`src/rtl/cpu_pkg.sv`:
```
// rtl/cpu_pkg.sv - shared datapath widths and register-file state encoding
package cpu_pkg;

    localparam int WIDTH     = 32;
    localparam int REG_COUNT = 32;
    localparam int ADDR_W    = $clog2(REG_COUNT);

    localparam logic [0:0] ST_CLEAR = 1'b0;
    localparam logic [0:0] ST_READY = 1'b1;

endpackage

```
`src/rtl/reg_read_port.sv`:
```
// rtl/reg_read_port.sv - one combinational read port with r0 forcing and write-through bypass
module reg_read_port #(
    parameter int WIDTH  = cpu_pkg::WIDTH,
    parameter int ADDR_W = cpu_pkg::ADDR_W
) (
    input  logic [ADDR_W-1:0] i_addr,
    input  logic [WIDTH-1:0]  i_mem_data,
    input  logic [ADDR_W-1:0] i_wr_addr,
    input  logic [WIDTH-1:0]  i_wr_data,
    input  logic              i_wr_en,
    input  logic              i_ready,
    output logic [WIDTH-1:0]  o_data
);

    logic w_is_zero;
    logic w_bypass;

    assign w_is_zero = (i_addr == '0);
    assign w_bypass  = i_wr_en && (i_wr_addr == i_addr);

    // Storage is undefined until the clear sequence finishes, so reads are forced to 0.
    always_comb begin
        o_data = i_mem_data;
        if (!i_ready || w_is_zero) begin
            o_data = '0;
        end else if (w_bypass) begin
            o_data = i_wr_data;
        end
    end

endmodule

```
`src/rtl/reg_file.sv`:
```
// rtl/reg_file.sv - register file with post-reset sequential clear and two bypassed read ports
module reg_file #(
    parameter int WIDTH     = cpu_pkg::WIDTH,
    parameter int REG_COUNT = cpu_pkg::REG_COUNT,
    parameter int ADDR_W    = cpu_pkg::ADDR_W
) (
    input  logic              clk,
    input  logic              reset,
    input  logic [ADDR_W-1:0] rs_addr,
    input  logic [ADDR_W-1:0] rt_addr,
    input  logic [ADDR_W-1:0] rd_addr,
    input  logic [WIDTH-1:0]  wr_data,
    input  logic              reg_write,
    output logic [WIDTH-1:0]  rs_data,
    output logic [WIDTH-1:0]  rt_data,
    output logic              ready
);

    import cpu_pkg::*;

    localparam logic [ADDR_W-1:0] LAST_IDX = ADDR_W'(REG_COUNT - 1);

    logic [WIDTH-1:0]  r_mem [REG_COUNT];
    logic [0:0]        r_state;
    logic [ADDR_W-1:0] r_idx;
    logic              r_ready;

    logic              w_in_ready;
    logic              w_wr_en;

    assign w_in_ready = (r_state == ST_READY);
    assign w_wr_en    = w_in_ready && reg_write && (rd_addr != '0) && !reset;
    assign ready      = r_ready;

    // r0 is never stored-to and always reads 0, so the sweep starts at index 1.
    always_ff @(posedge clk) begin
        if (reset) begin
            r_state <= ST_CLEAR;
            r_idx   <= ADDR_W'(1);
            r_ready <= 1'b0;
        end else if (r_state == ST_CLEAR) begin
            if (r_idx == LAST_IDX) begin
                r_state <= ST_READY;
                r_ready <= 1'b1;
            end else begin
                r_idx <= r_idx + ADDR_W'(1);
            end
        end
    end

    always_ff @(posedge clk) begin
        if (!reset) begin
            if (r_state == ST_CLEAR) begin
                r_mem[r_idx] <= '0;
            end else if (w_wr_en) begin
                r_mem[rd_addr] <= wr_data;
            end
        end
    end

    reg_read_port #(
        .WIDTH  (WIDTH),
        .ADDR_W (ADDR_W)
    ) u_port_rs (
        .i_addr     (rs_addr),
        .i_mem_data (r_mem[rs_addr]),
        .i_wr_addr  (rd_addr),
        .i_wr_data  (wr_data),
        .i_wr_en    (w_wr_en),
        .i_ready    (w_in_ready),
        .o_data     (rs_data)
    );

    reg_read_port #(
        .WIDTH  (WIDTH),
        .ADDR_W (ADDR_W)
    ) u_port_rt (
        .i_addr     (rt_addr),
        .i_mem_data (r_mem[rt_addr]),
        .i_wr_addr  (rd_addr),
        .i_wr_data  (wr_data),
        .i_wr_en    (w_wr_en),
        .i_ready    (w_in_ready),
        .o_data     (rt_data)
    );

endmodule

```
`config.mk`:
```
export PLATFORM = sky130hd
export DESIGN_NAME = reg_file
export DESIGN_NICKNAME = d
export VERILOG_FILES = /design/src/rtl/cpu_pkg.sv /design/src/rtl/reg_read_port.sv /design/src/rtl/reg_file.sv
export SDC_FILE = /design/constraint.sdc
export NUM_CORES = 1
export LEC_CHECK = 0
export CAP_MARGIN = 20
export CORE_ASPECT_RATIO = 0.7
export CORE_MARGIN = 2
export CORE_UTILIZATION = 51
export CTS_CLUSTER_DIAMETER = 40
export DETAILED_ROUTE_END_ITERATION = 12
export PLACE_DENSITY = 0.68
export RECOVER_POWER = 100
export SLEW_MARGIN = 20
export SYNTH_ARGS = -nofsm -noshare
export SYNTH_HDL_FRONTEND = slang
export SYNTH_SLANG_ARGS = --single-unit
```
`constraint.sdc`:
```
create_clock -name clk -period 5.1 [get_ports clk]
set_clock_uncertainty 0.15 [all_clocks]
set_input_delay 1.02 -clock clk [delete_from_list [all_inputs] [get_ports clk]]
set_output_delay 1.02 -clock clk [all_outputs]
set_load 0.01 [all_outputs]
```
# == After elaboration in Yosys (flattened, before gate mapping) ==
# Memories as Yosys holds them, arrays and structs flattened.
# Index checks and enable logic that the tools add are counted.
# totals
memories,1
output_inout_bits,65
inputBits,50
ff_bits,7
word_cells,41
ramBits,1024
# mem_list
memory,words,width,read_ports,rd_ports_with_merged_regs,wr,line,text
r_mem,32,32,2,0,1,reg_file.sv:23,logic [WIDTH-1:0] r_mem [REG_COUNT];
# op_classes
bitwise_logic,2
addsub,1
eq_ne,3
n_reduce_logical,15
mux,16
# op_table
op,n
32-bit 2-to-1 mux,5
32-bit OR reduction,1
5-bit == test,2
5-bit logical NOT,2
1-bit 2-to-1 mux,10
"5-bit by 1-bit adder with 5-bit output, second input constant",1
"5-bit == test, second input constant",1
1-bit logical AND,5
5-bit 2-to-1 mux,1
5-bit nonzero test,1
2-bit AND reduction,2
1-bit logical NOT,2
1-bit logical OR,2
1-bit NOT,2

# == Depth between registers and ports, before layout ==
# Gate-level depths: netlist of run 1.
# logic_depth
depth_word,9
ltp_mapped,9
ltp_nobuf,7

# == Cells and area by module ==
# Synthesis of run 1 repeated with hierarchy kept, for this count alone.
# hier_totals
hier_cells,3751
area_unflattened_um2,51008.9
# by_module_without_submodules
mod,area_per_inst_um2,seq_area_each_um2,cells_per_inst,n_inst
reg_file,49567.5,30889.6,3505,1
reg_read_port,720.7,0.0,123,2

# == Worst setup path before layout of run 1 ==
# No wires, ideal clock.
# synth_path
path_type,input -> register
from,in rd_addr[4]
to,mem r_mem[20][0] (enable)
setup_ps,421
path_stages,7
slack_ps,656
n_path_buf,2
t_arrival_ps,3873
path_cell_list,buf_2 or4_4 o2111a_1 buf_2 mux2i_1 nand2_1 nor2_1
# synth_via
elab_chain_len,9
word_cells_on_any_way,10
classes_between,6 x mux; 4 x reduce/logical
# synth_lines
item,line,text
"start, declared",reg_file.sv:11,"input logic [ADDR_W-1:0] rd_addr,"
5-bit nonzero test,reg_file.sv:32,assign w_wr_en = w_in_ready && reg_write && (rd_addr != '0) && !reset;
1-bit logical AND (2 in series),reg_file.sv:32,
1-bit 2-to-1 mux,reg_file.sv:55,end else if (w_wr_en) begin
1-bit 2-to-1 mux,reg_file.sv:53,if (r_state == ST_CLEAR) begin
1-bit 2-to-1 mux,reg_file.sv:52,if (!reset) begin
1-bit 2-to-1 mux (implied by the code),reg_file.sv:56,r_mem[rd_addr] <= wr_data;
32-bit OR reduction (no line),n/a,
5-bit 2-to-1 mux (no line) / 1-bit 2-to-1 mux (equally long branches),n/a,
"end, declared",reg_file.sv:23,
# Several ways; a longest one is shown, not always the timed one.

# == Final worst setup path of run 1 ==
# layout_path
from,in reg_write
to,mem r_mem[10][11] (enable)
# layout_via
elab_chain_len,9
word_cells_on_any_way,10
classes_between,6 x mux; 4 x reduce/logical
# layout_lines
item,line,text
"start, declared",reg_file.sv:13,"input logic reg_write,"
1-bit logical AND (*) (3 in series),reg_file.sv:32,
1-bit 2-to-1 mux (*),reg_file.sv:55,
1-bit 2-to-1 mux (*),reg_file.sv:53,
1-bit 2-to-1 mux (*),reg_file.sv:52,
1-bit 2-to-1 mux (implied by the code) (*),reg_file.sv:56,
32-bit OR reduction (no line),n/a,
5-bit 2-to-1 mux (no line) / 1-bit 2-to-1 mux (equally long branches),n/a,
# Every way passes the cells marked *; elsewhere a longest branch is shown, timed or not.

==> out/metrics.cfg, run 1 <==
[layout]
nets=2789
nFillCells=6526
finish.instance_area_sq_um=56100
n_antenna_cell=0
area.growth.synth_to_final_pct=17.4
stdcell_count=4070
final_layout_size_suffix_gt1_share_pct=31.9

[floorplan]
start_util_pct=51.7
die_width_um=370
ios=115
die_area_sq_um=96100
core_sq_um=92400
fp.dieH_um=260
rows=93

[critical_path]
crit_path_max_fanout=19
r2r_slack_ps=270
cpMaxStageDelayCell=clkbuf_1
rr_worst_depth=6
path_class=input pin to flop
crit_required_ps=5360
crit_chain=dlygate4sd3_1 > o2111a_2 > clkbuf_1 > a31oi_1 > clkbuf_2 > nor2_2 > clkbuf_4
crit_path_max_incr_delay_ps=1500
r2r_start=r_state$_SDFF_PP0_
critPathCaptureType=flop
cp_data_arrival_time_ps=5430
cp-startpoint=reg_write
crit_path_start_kind=input pin

[place]
placed_cells=3852
place_ws_ps=-102
gp_congestion=0.876
io_buffers=114
placed_cell_area_sq_um=52700
post-dp-hpwl_um=90200

[routing]
avgRoutedWirePerCell_um=37.2
ant_nets=0
wl_met1_um=56800
wl_um=151000
drt_drc_violations_left=0
via_per_inst=7.33
route.met2.wl_um=68800
firstDrtPassIters=6
dr_wl_met3_um=19900
first_iter_violations=4772
top_layer=met4
dr_total_vias=29800

[cts]
clk_latency_ps=700
cts.clk_slew.worst_paths_ps=60
cts_sinks=1031
cts_tree=yes
root_buffer=clkbuf_16
cts-buffers-inserted=116
cts_max_level=3
cts_buffer_depth=3

[sta]
finalHoldViolCount=0
setup_tns_ps=-1870
rsz0062_at_grt=yes
finalSetupViolCount=62
worst_slack_ps=-72.8
fin_crit_sh_pct=101
relSlewSlack_pct=-35.2
worst-slew-pin-transition_ps=2030
min_period_ps=5170
slew_violations=134
fmax_ghz=0.193

[synthesis]
yosysTopAreaCellShare_pct=64.4
synth_nets=2533
ys_top_cells_by_area=edfxtp_1 (64%), mux4_2 (21%), mux2i_1 (2.8%)
avgSynthCellArea_sq_um=19.2
async_reset_ff_share_pct=0
synth_ff_type=edfxtp_1
synth_edf_count=1024
synth_top_area_cell=edfxtp_1
syn_inst=2481
yosys_warnings=0
synth_cell_types=49
mappedNetlistArea_sq_um=47700
ys_ff_latch=1031
synth_seq_area_share_pct=64.7

[status]
failed_checks=max-capacitance violations, max-slew violations, negative setup slack
status=finished with violations

[hold_path]
hold_class=flop to flop
worstHoldStart=ready$_SDFFE_PP0P_
hold_path_depth=2

[global_route]
overflow=0
antenna_found_initial=1
grt_pass1_vias=29900
grt.total_usage_pct=31.6
grt_pass1_wl_um=216000
grt_max_degree=79

[pwr]
p_leak_nw=16.7
finalPower_mw=19.2
powerDensity_nw_per_um2=342
ir_drop_mv=0.309

[job]
max-cap-violations=5

[placed cells by master, fill, tap and decap left out, types with 19 or more instances in the layout]
cell type,netlist,layout
a211o_1,32,32
a211oi_1,32,29
a21oi_1,36,31
a221oi_1,64,64
a22o_1,32,29
a22oi_1,98,98
and2_0,0,20
buf_12,0,55
buf_4,1,96
clkbuf_1,122,48
clkbuf_16,0,118
clkbuf_2,0,33
clkdlybuf4s50_1,0,96
clkinv_2,0,24
edfxtp_1,1024,1024
mux2i_1,134,134
mux4_2,448,448
nand2_1,22,19
nor2_1,46,27
nor4_1,31,29
o21bai_1,32,32
o22ai_1,124,124
[Yosys cell counts (2+ instances only)]
master       n
clkbuf_1   122
nor2b_1      4
mux2_2       3
o22ai_1    124
and2_1      33
nor4_1      31
xor2_1       4
dfxtp_1      7
buf_2       71
edfxtp_1  1024
nor3_1       4
a211o_1     32
ha_1         2
o21ai_0      2
nand2b_1     4
nand2_1     22
mux4_2     448
a22o_1      32
inv_1        9
buf_1       17
buf_6        3
xnor2_1      9
mux2i_1    134
and3_1       2
nand3_1      4
a221oi_1    64
nor3b_1      5
a22oi_1     98
nor2_1      46
a31oi_1      4
nand3b_1     2
a211oi_1    32
o21bai_1    32
a21oi_1     36
[final timing paths]
path / endpoint
worst max-delay path: r_mem[10][11]$_DFFE_PP_
worst min-delay path: ready$_SDFFE_PP0P_
worst max register to register: r_mem[10][11]$_DFFE_PP_
worst min register to register: ready$_SDFFE_PP0P_
[layout make-up]
class | instances | area, sq um | area share, %
clock buffers | 136 | 3030 | 5.41
clock inverters | 80 | 902 | 1.61
inverters | 9 | 33.8 | 0.0603
multi-input cells | 1227 | 16200 | 28.9
flip-flops and latches | 1031 | 30900 | 55.1
well taps | 1235 | 1550 | 2.76
repair buffers | 352 | 3470 | 6.19
[metal layers]
| metal | track usage, % | vias to the layer above |
|---|---|---|
| met4 | 11.0 | 0 |
| met1 | 44.8 | 15800 |
| met2 | 47.8 | 2228 |
| met5 | 0 | - |
| li1 | - | 11500 |
| met3 | 8.62 | 378 |
[critical path: cells and delay by family]
kind                   cells  cell delay (ps)
buffers and inverters      4             3000
AOI/OAI and AO/OA          2              740
and+or+nand+nor            1              640
[kinds of logic (layout without fill, tap and decap cells)]
group | Yosys count | after routing | share of synthesized area (%)
DFF | 1031 | 1031 | 64.7
muxes | 585 | 585 | 24.0
AOI/OAI and AO/OA | 464 | 464 | 7.15
buffers and inverters | 223 | 577 | 1.99
and+or+nand+nor | 163 | 163 | 1.82
xor gates and xnor gates | 13 | 13 | 0.239
adders and majority gates | 2 | 2 | 0.0524
[power by group]
| part | internal, mW | leakage (nW) | switching (mW) |
|---|---|---|---|
| Sequential | 9.28 | 8.17 | 0.0456 |
| Clock | 5.00 | 1.92 | 3.56 |
| Combinational | 0.569 | 6.61 | 0.746 |
[sequential cells by signal, summed over array words and instances (netlist names)]
name and count:
r_mem 1024, r_idx 5, r_state 1, ready 1
[what timing repair did]
item / CTS / global route
hold buffers: 0 / 0
pin swaps: 0 / 1
setup endpoints to repair: 10 / 23
buffers inserted: 0 / 1
gates resized for setup: 5 / 14
hold endpoints to repair: 0 / 0
[through the flow]
step	utilization [%]	hold slack (ps)
2_1_floorplan	-	354
3_3_place_gp	56.9	338
3_5_place_dp	57.0	341
4_1_cts	61.3	381
5_1_grt	60.7	403
6_report	60.7	375
No activity file was read; power rests on OpenSTA's default activity.
==> run 2, diff against run 1 <==
MAX_ROUTING_LAYER = met4   (was not set)
==> run 2 against run 1 <==
  * Clock power is essentially flat
  * Worst setup slack gained 48 ps
  * Critical path type unchanged
  * The run still ends with max-capacitance violations, max-slew violations, negative setup slack left
  * Global-route usage grew 1.0 points
  * Sequential share of layout area is essentially flat
  * Worst hold slack gained 12 ps
==> out/metrics.cfg, run 2 (synthesis results as in run 1) <==
[global_route]
overflow=0
grt.total_usage_pct=32.6
grt_max_degree=79
grt_pass1_vias=29800
antenna_found_initial=1
grt_pass1_wl_um=216000

[sta]
worst_slack_ps=-24.9
finalHoldViolCount=0
setup_tns_ps=-317
worst-slew-pin-transition_ps=1980
fin_crit_sh_pct=100
slew_violations=138
relSlewSlack_pct=-31.8
min_period_ps=5120
rsz0062_at_grt=yes
fmax_ghz=0.195
finalSetupViolCount=20

[pwr]
p_leak_nw=16.7
powerDensity_nw_per_um2=343
ir_drop_mv=0.310
finalPower_mw=19.2

[floorplan]
rows=93
ios=115
fp.dieH_um=260
core_sq_um=92400
start_util_pct=51.7
die_width_um=370
die_area_sq_um=96100

[cts]
clk_latency_ps=700
cts_sinks=1031
ctsHoldBuffers=0
cts_tree=yes
cts_buffer_depth=3
cts-buffers-inserted=116
cts_max_level=3
root_buffer=clkbuf_16
cts.clk_slew.worst_paths_ps=60

[layout]
final_cell_mix=edfxtp_1 (1,024), mux4_2 (448), mux2i_1 (134)
top_register=r_mem
nets=2791
final_layout_size_suffix_gt1_share_pct=31.7
nFillCells=6534
stdcell_count=4076
area.growth.synth_to_final_pct=17.4
largest_reg_flops=1024
top_regs=r_mem x1024, r_idx x5
layout_commonest_cell=edfxtp_1

[critical_path]
crit_required_ps=5350
crit_path_max_incr_delay_ps=1460
crit_path_max_fanout=23
cpMaxStageDelayCell=clkbuf_1
crit_chain=dlygate4sd3_1 > o2111a_2 > clkbuf_1 > a31oi_1 > clkbuf_2 > nor2_2 > clkbuf_4
cp_data_arrival_time_ps=5380
crit_path_start_kind=input pin
path_class=input pin to flop
critPathCaptureType=flop

[routing]
drt_drc_violations_left=0
first_iter_violations=4526
dr_total_vias=29900
firstDrtPassIters=5
via_per_inst=7.33
avgRoutedWirePerCell_um=37.1
ant_nets=0
wl_um=151000

[place]
post-dp-hpwl_um=90200
gp_congestion=0.891
placed_cells=3852
io_buffers=114

[hold_path]
hold_class=flop to flop

[job]
max-cap-violations=5

[status]
status=finished with violations
failed_checks=max-capacitance violations, max-slew violations, negative setup slack

-- run 2: cell count changes in the layout (fill, tap and decap cells not counted), moves of 3 or more --
| cell | delta |
|---|---|
| dlygate4sd3_1 | -4 |
| diode_2 | +4 |
| nor2_4 | -3 |
| nor2_1 | +3 |
| clkdlybuf4s50_1 | +4 |
-- run 2: power by group --
group | total (mW) | switching [mW] | internal, mW
registers | 9.32 | 0.0458 | 9.28
logic | 1.31 | 0.743 | 0.569
clock network | 8.56 | 3.56 | 5.00
total | 19.2 | 4.35 | 14.8
-- run 2: repair_timing --
item	in CTS	in global routing
cloned	0	0
buffers inserted	0	1
resized for setup	5	13
endpoints found under the setup margin	10	24
pin swaps	0	1
-- run 2: area by class of cell --
type	instances	area (sq um)	share of cell area (%)
Sequential cell	1031	30900	55.1
Multi-Input combinational cell	1227	16100	28.8
Timing Repair Buffer	354	3480	6.20
Clock buffer	136	3030	5.41
Tap cell	1235	1550	2.76
Clock inverter	80	902	1.61
Inverter	9	33.8	0.0603
Antenna cell	4	10.0	0.0179
-- run 2: path summary, 6_finish.rpt --
| kind | cells after the start | start | slack (ps) | endpoint |
|---|---|---|---|---|
| worst max-delay path | 7 | reg_write | -20 | r_mem[10][11]$_DFFE_PP_ |
| worst min-delay path | 2 | ready$_SDFFE_PP0P_ | 390 | ready$_SDFFE_PP0P_ |
| worst max register to register | 6 | r_state$_SDFF_PP0_ | 300 | r_mem[10][11]$_DFFE_PP_ |
| worst min register to register | 2 | ready$_SDFFE_PP0P_ | 390 | ready$_SDFFE_PP0P_ |
-- run 2: layer usage --
layer / vias to the layer above / part of all wire [%] / track usage [%]
li1: 11500 / - / -
met1: 15700 / 38 / 45.4
met2: 2310 / 46 / 47.5
met3: 362 / 13 / 7.80
met4: 0 / 3.8 / 11.5
met5: - / 0 / -
-- run 2: critical path, delay by kind of cell --
kind / cells / cell delay (ps)
and+or+nand+nor: 1 / 640
buffers and inverters: 4 / 2940
AOI/OAI and AO/OA: 2 / 740
-- run 2: stage by stage --
step	util (%)	hold WS [ps]	area [sq um]	worst slack [ps]
after floorplan	-	354	47700	656
after global placement	56.9	338	52600	-120
after detailed placement	57.0	341	52700	-102
after CTS	61.3	381	56600	0.116
after global routing	60.6	403	56000	-35.3
final	60.6	387	56000	-24.9
